<file path="src/rtl/nibble_input_latch_pkg.sv">
// nibble_input_latch_pkg: shared FSM state encoding and default debounce length
package nibble_input_latch_pkg;
  typedef enum logic {
    ST_IDLE     = 1'b0,
    ST_WAIT_REL = 1'b1
  } state_e;
  localparam int DEBOUNCE_1MS_50MHZ = 50000;
endpackage

</file>
<file path="src/rtl/nibble_input_latch_if.sv">
// nibble_input_latch_if: raw switch/button inputs and latched code outputs of the nibble latch
interface nibble_input_latch_if;
  logic [3:0] sw_raw;
  logic       btn_load_raw;
  logic       A0;
  logic       A1;
  logic       A2;
  logic       A3;
  logic       code_valid;
  logic [3:0] sw_stable;
  modport master (
    output sw_raw, btn_load_raw,
    input  A0, A1, A2, A3, code_valid, sw_stable
  );
  modport slave (
    input  sw_raw, btn_load_raw,
    output A0, A1, A2, A3, code_valid, sw_stable
  );
endinterface

</file>
<file path="src/rtl/nibble_input_latch_debounce_filter.sv">
// debounce_filter: 2-flop synchroniser plus group debounce that accepts a value after DEBOUNCE_CYCLES stable cycles
module debounce_filter #(
  parameter int WIDTH           = 4,
  parameter int DEBOUNCE_CYCLES = 50000,
  parameter int CNT_W           = 16
) (
  input  logic             clk,
  input  logic             rst,
  input  logic [WIDTH-1:0] d_i,
  output logic [WIDTH-1:0] q_o
);
  localparam logic [CNT_W-1:0] LAST = CNT_W'(DEBOUNCE_CYCLES - 1);
  logic [WIDTH-1:0] s1_q, s2_q, cand_q, db_q;
  logic [CNT_W-1:0] cnt_q;
  // plain two-stage synchroniser, nothing between the stages
  always_ff @(posedge clk or posedge rst)
    if (rst) begin
      s1_q <= '0;
      s2_q <= '0;
    end else begin
      s1_q <= d_i;
      s2_q <= s1_q;
    end
  // restart the count on any change; accept the candidate once it has held long enough
  always_ff @(posedge clk or posedge rst)
    if (rst) begin
      cand_q <= '0;
      cnt_q  <= '0;
      db_q   <= '0;
    end else if (s2_q != cand_q) begin
      cand_q <= s2_q;
      cnt_q  <= '0;
    end else if (cnt_q == LAST) begin
      db_q <= cand_q;
    end else begin
      cnt_q <= cnt_q + CNT_W'(1);
    end
  assign q_o = db_q;
endmodule

</file>
<file path="src/rtl/nibble_input_latch.sv">
// nibble_input_latch: debounced switch code latched once per press; NIBBLE_AUTO_LOAD_EN adds load-on-switch-change
module nibble_input_latch
  import nibble_input_latch_pkg::*;
#(
  parameter int DEBOUNCE_CYCLES = DEBOUNCE_1MS_50MHZ,
  parameter int CNT_W           = 16
) (
  input logic                 clk,
  input logic                 rst,
  nibble_input_latch_if.slave bus
);
  logic [3:0] sw_db;
  logic       btn_db;
  logic       chg;
  logic       load;
  state_e     state_q, state_d;
  logic [3:0] code_q;
  logic       valid_q;
  debounce_filter #(.WIDTH(4), .DEBOUNCE_CYCLES(DEBOUNCE_CYCLES), .CNT_W(CNT_W)) u_sw (
    .clk (clk),
    .rst (rst),
    .d_i (bus.sw_raw),
    .q_o (sw_db)
  );
  debounce_filter #(.WIDTH(1), .DEBOUNCE_CYCLES(DEBOUNCE_CYCLES), .CNT_W(CNT_W)) u_btn (
    .clk (clk),
    .rst (rst),
    .d_i (bus.btn_load_raw),
    .q_o (btn_db)
  );
`ifdef NIBBLE_AUTO_LOAD_EN
  logic [3:0] sw_prev_q;
  // previous debounced switch value for change detection
  always_ff @(posedge clk or posedge rst)
    if (rst) sw_prev_q <= '0;
    else     sw_prev_q <= sw_db;
  assign chg = sw_db != sw_prev_q;
`else
  assign chg = 1'b0;
`endif
  // IDLE leaves on a press and WAIT_REL leaves on release, so the next state simply follows btn_db
  always_comb begin
    load    = state_q == ST_IDLE && (btn_db || chg);
    state_d = btn_db ? ST_WAIT_REL : ST_IDLE;
  end
  // one latch and one strobe per load; the latch takes the pre-edge debounced switches
  always_ff @(posedge clk or posedge rst)
    if (rst) begin
      state_q <= ST_IDLE;
      code_q  <= '0;
      valid_q <= 1'b0;
    end else begin
      state_q <= state_d;
      valid_q <= load;
      code_q  <= load ? sw_db : code_q;
    end
  assign {bus.A3, bus.A2, bus.A1, bus.A0} = code_q;
  assign bus.code_valid = valid_q;
  assign bus.sw_stable  = sw_db;
endmodule
</file>
<file path="src/flat_wrapper.sv">
// flat-port wrapper written by rule: the top's interface ports become plain ports
module nibble_input_latch_flat import nibble_input_latch_pkg::*;
#(
  parameter int DEBOUNCE_CYCLES = DEBOUNCE_1MS_50MHZ,
  parameter int CNT_W           = 16
)
  (clk, rst, bus_sw_raw, bus_btn_load_raw, bus_A0, bus_A1, bus_A2, bus_A3, bus_code_valid, bus_sw_stable);
  nibble_input_latch_if bus_i ();
  input logic clk;
  input logic rst;
  input wire logic [$bits(bus_i.sw_raw)-1:0] bus_sw_raw;
  input wire logic [$bits(bus_i.btn_load_raw)-1:0] bus_btn_load_raw;
  output wire logic [$bits(bus_i.A0)-1:0] bus_A0;
  output wire logic [$bits(bus_i.A1)-1:0] bus_A1;
  output wire logic [$bits(bus_i.A2)-1:0] bus_A2;
  output wire logic [$bits(bus_i.A3)-1:0] bus_A3;
  output wire logic [$bits(bus_i.code_valid)-1:0] bus_code_valid;
  output wire logic [$bits(bus_i.sw_stable)-1:0] bus_sw_stable;
  assign bus_i.sw_raw = bus_sw_raw;
  assign bus_i.btn_load_raw = bus_btn_load_raw;
  assign bus_A0 = bus_i.A0;
  assign bus_A1 = bus_i.A1;
  assign bus_A2 = bus_i.A2;
  assign bus_A3 = bus_i.A3;
  assign bus_code_valid = bus_i.code_valid;
  assign bus_sw_stable = bus_i.sw_stable;
  nibble_input_latch #(.DEBOUNCE_CYCLES(DEBOUNCE_CYCLES), .CNT_W(CNT_W)) u_core (.clk(clk), .rst(rst), .bus(bus_i));
endmodule
</file>
<file path="config.mk">
export PLATFORM = sky130hd
export DESIGN_NAME = nibble_input_latch_flat
export DESIGN_NICKNAME = d
export VERILOG_FILES = /design/src/rtl/nibble_input_latch_pkg.sv /design/src/rtl/nibble_input_latch_if.sv /design/src/rtl/nibble_input_latch_debounce_filter.sv /design/src/rtl/nibble_input_latch.sv /design/src/flat_wrapper.sv
export SDC_FILE = /design/constraint.sdc
export NUM_CORES = 1
export LEC_CHECK = 0
export CORE_ASPECT_RATIO = 1.2
export CORE_MARGIN = 8
export CORE_UTILIZATION = 40
export DETAILED_ROUTE_END_ITERATION = 10
export PLACE_DENSITY = 0.68
export REMOVE_ABC_BUFFERS = 1
export SETUP_SLACK_MARGIN = 0.3
export SLEW_MARGIN = 5
export SYNTH_ARGS = -nofsm -noshare
export SYNTH_HDL_FRONTEND = slang
export SYNTH_SLANG_ARGS = --single-unit
</file>
<file path="constraint.sdc">
create_clock -name clk -period 4.1 [get_ports clk]
set_input_delay 1.025 -clock clk [delete_from_list [all_inputs] [get_ports clk]]
set_output_delay 1.025 -clock clk [all_outputs]
set_load 0.05 [all_outputs]
</file>
==> impl_metrics.env <==
export IMPL_cts_tree="built"
export IMPL_grt_max_degree=40
export IMPL_worst_slew_pin_transition_ps=545
export IMPL_cp_start_kind="register"
export IMPL_synth_edff_count=0
export IMPL_viasPerCell=5.15
export IMPL_drv_cap=0
export IMPL_drcViolationCount=0
export IMPL_gp_congestion=0.772
export IMPL_rsz0062_at_grt="no"
export IMPL_n_antenna_cell=0
export IMPL_synthMuxAreaShare_pct=4.87
export IMPL_dieArea_sq_mm=0.00918
export IMPL_track_usage_pct=11.8
export IMPL_finalCritPeriodShare_pct=61.9
export IMPL_slowest_delay_ps=810
export IMPL_outcome="complete, no violations"
export IMPL_yosysWarnings=0
export IMPL_mostFrequentLayoutCells="dfrtp_1 (58), nor2_1 (27), xnor2_1 (15), clkdlybuf4s50_1 (15), nand3_1 (14)"
export IMPL_synth_compound_area_share_pct=5.26
export IMPL_yosys_top_cells_area="dfrtp_1 (57%), xnor2_1 (5.2%), mux2_2 (4.9%), nor2_1 (4.0%), xor2_1 (3.1%)"
export IMPL_core_area_sq_mm=0.00629
export IMPL_finalSetupTns_ps=0
export IMPL_path_clk_slew_ps=70
export IMPL_grt_overflow=0
export IMPL_synthArstFlopShare_pct=100
export IMPL_drtPass1Iterations=4
export IMPL_cts_buffers=9
export IMPL_netlist_instances=232
export IMPL_synth_adder_area_share_pct=0.983
export IMPL_wl_per_cell_microns=13.3
export IMPL_antenna_found_initial=0
export IMPL_clock_sinks=58
export IMPL_hold_violations=0
export IMPL_drt_iter0_markers=83
export IMPL_cts_resized=0
export IMPL_root_buffer="clkbuf_8"
export IMPL_crit_required_ps=3070
export IMPL_die_y_microns=103
export IMPL_setup_violations=0
export IMPL_critPathTopFamily="buffers and inverters"
export IMPL_yosysTopAreaCell="dfrtp_1"
export IMPL_io_pins=16
export IMPL_ys_seq_area_share_pct=57.0
export IMPL_dieWidth_microns=88.8
export IMPL_fmax_ghz=0.394
export IMPL_critPathSlowestCell="clkdlybuf4s50_1"
export IMPL_critPathKind="register to output pin"
export IMPL_grt_pass1_wl_microns=8290
export IMPL_final_core_util_pct=47.7
export IMPL_syn_avg_cell_area_sq_um=11.0
export IMPL_cts_buffer_depth=2
export IMPL_postCtsSetupBuffers=0
export IMPL_via_count=1747
export IMPL_fin_skew_ps=5.32
export IMPL_worst_path_buf_inv=1
export IMPL_p_leak_nw=1.26
export IMPL_final_nets=258
export IMPL_clock_latency_ps=330
export IMPL_yosys_area_share_simple_pct=20.6
export IMPL_power_per_cell_area_mw_per_mm2=410
export IMPL_grt_pass1_vias=1799
export IMPL_post_dp_hpwl_microns=3100
export IMPL_synth_xor_area_share_pct=8.26
export IMPL_path_cells="clkdlybuf4s50_1"
export IMPL_postRouteAntennaNets=0
export IMPL_h_tree_depth=3
export IMPL_slew_headroom_pct=63.6
export IMPL_yosys_most_used_dff="dfrtp_1"
export IMPL_post_route_min_period_ps=2540
export IMPL_syn_to_final_growth_pct=17.8
export IMPL_synth_distinct_cells=35
export IMPL_drive_above_1_share_pct=14.6
export IMPL_start_util_pct=40.5
export IMPL_row_count=32
export IMPL_crit_arrival_ps=1510
export IMPL_cp_end_kind="output pin"
export IMPL_synth_top_family_by_area="simple AND/OR/NAND/NOR gates"
export IMPL_slew_viol_final=0
export IMPL_port_buffers=15
export IMPL_cts_hold_buf=0
export IMPL_routed_wl_microns=4510
export IMPL_syn_cell_area_sq_mm=0.00254
export IMPL_synthDominantCellAreaShare_pct=57.0
export IMPL_ir_drop_mv=0.270
export IMPL_mostFrequentLayoutCell="dfrtp_1"
export IMPL_min_path_type="register to register"
export IMPL_ys_ff_latch=58
export IMPL_crit_fanout=3
area by class of cell:
class / instances / area, sq um
Inverter: 9 / 33.8
Multi-Input combinational cell: 154 / 1020
Clock buffer: 10 / 138
Timing Repair Buffer: 17 / 165
Sequential cell: 58 / 1450
Clock inverter: 6 / 88.8
Fill cell: 583 / 3290
Tap cell: 85 / 106
routing by layer:
metal / global-route usage, % / up-vias / part of all wire, %
met5: 0 / - / 0
met4: 5.87 / 0 / 2.1
met3: 3.24 / 10 / 3.1
met2: 20.3 / 26 / 52
met1: 13.1 / 866 / 42
li1: - / 845 / -
worst paths after layout:
check                                                  start                           endpoint  slack [ps]  depth (start not counted)
max                           u_core.u_sw.q_o[1]$_DFFE_PP0P_                   bus_sw_stable[1]        1560                          1
min                              u_core.u_btn.s1_q$_DFF_PP0_        u_core.u_btn.s2_q$_DFF_PP0_         350                          0
max reg2reg                u_core.u_sw.cand_q[3]$_DFFE_PP0N_     u_core.u_sw.q_o[0]$_DFFE_PP0P_        2080                          4
min reg2reg                      u_core.u_btn.s1_q$_DFF_PP0_        u_core.u_btn.s2_q$_DFF_PP0_         350                          0
max in group asynchronous                                rst  u_core.u_btn.cnt_q[8]$_DFFE_PP0P_        2270                          3
min in group asynchronous                                rst   u_core.u_sw.cnt_q[3]$_DFFE_PP0P_        1000                          2
kinds of logic (layout without fill, tap and decap cells):
group                      count (synthesis)  in the layout
muxes                                     11             11
xor gates and xnor gates                  24             24
buffers and inverters                     20             42
and+or+nand+nor                           93             93
adders and majority gates                  2              2
AOI/OAI and AO/OA                         24             24
DFF                                       58             58
synthesized netlist by cell type, drive strengths merged (2+ instances only):
master	number
and3	8
nor4	4
nand4	10
nor3	8
clkbuf	10
xnor2	15
xor2	9
inv	9
nand2	7
nor2	27
and4	4
o21ai	9
or3	5
mux2	11
dfrtp	58
ha	2
nand3	15
a21oi	10
through the flow:
step           hold slack [ps]  power, mW  instance area [sq um]  setup slack (ps)  std cells
6_report                   354       1.23                   3000              1560        339
4_1_cts                    358       1.24                   3000              1540        339
5_1_grt                    360       1.27                   3000              1500        339
2_1_floorplan              331      0.633                   2500              1650        221
3_5_place_dp               340      0.653                   2770              1830        323
3_3_place_gp               333      0.651                   2770              1840        323
sequential cells by signal (all words and copies together), names as in the netlist:
signal / cells
u_core.bus.code_valid: 1
u_core.u_sw.cand_q: 4
u_core.u_sw.q_o: 4
u_core.u_btn.s2_q: 1
u_core.u_sw.s2_q: 4
u_core.u_sw.s1_q: 4
u_core.code_q: 4
u_core.u_btn.s1_q: 1
u_core.u_sw.cnt_q: 16
u_core.u_btn.cand_q: 1
u_core.u_btn.q_o: 1
u_core.state_q: 1
u_core.u_btn.cnt_q: 16
report_power, final:
part | switching, mW | internal, mW | total [mW]
Clock | 0.231 | 0.359 | 0.591
Combinational | 0.0275 | 0.0168 | 0.0443
Sequential | 0.0103 | 0.585 | 0.595
Total | 0.269 | 0.961 | 1.23
No activity file was read; power rests on OpenSTA's default activity.
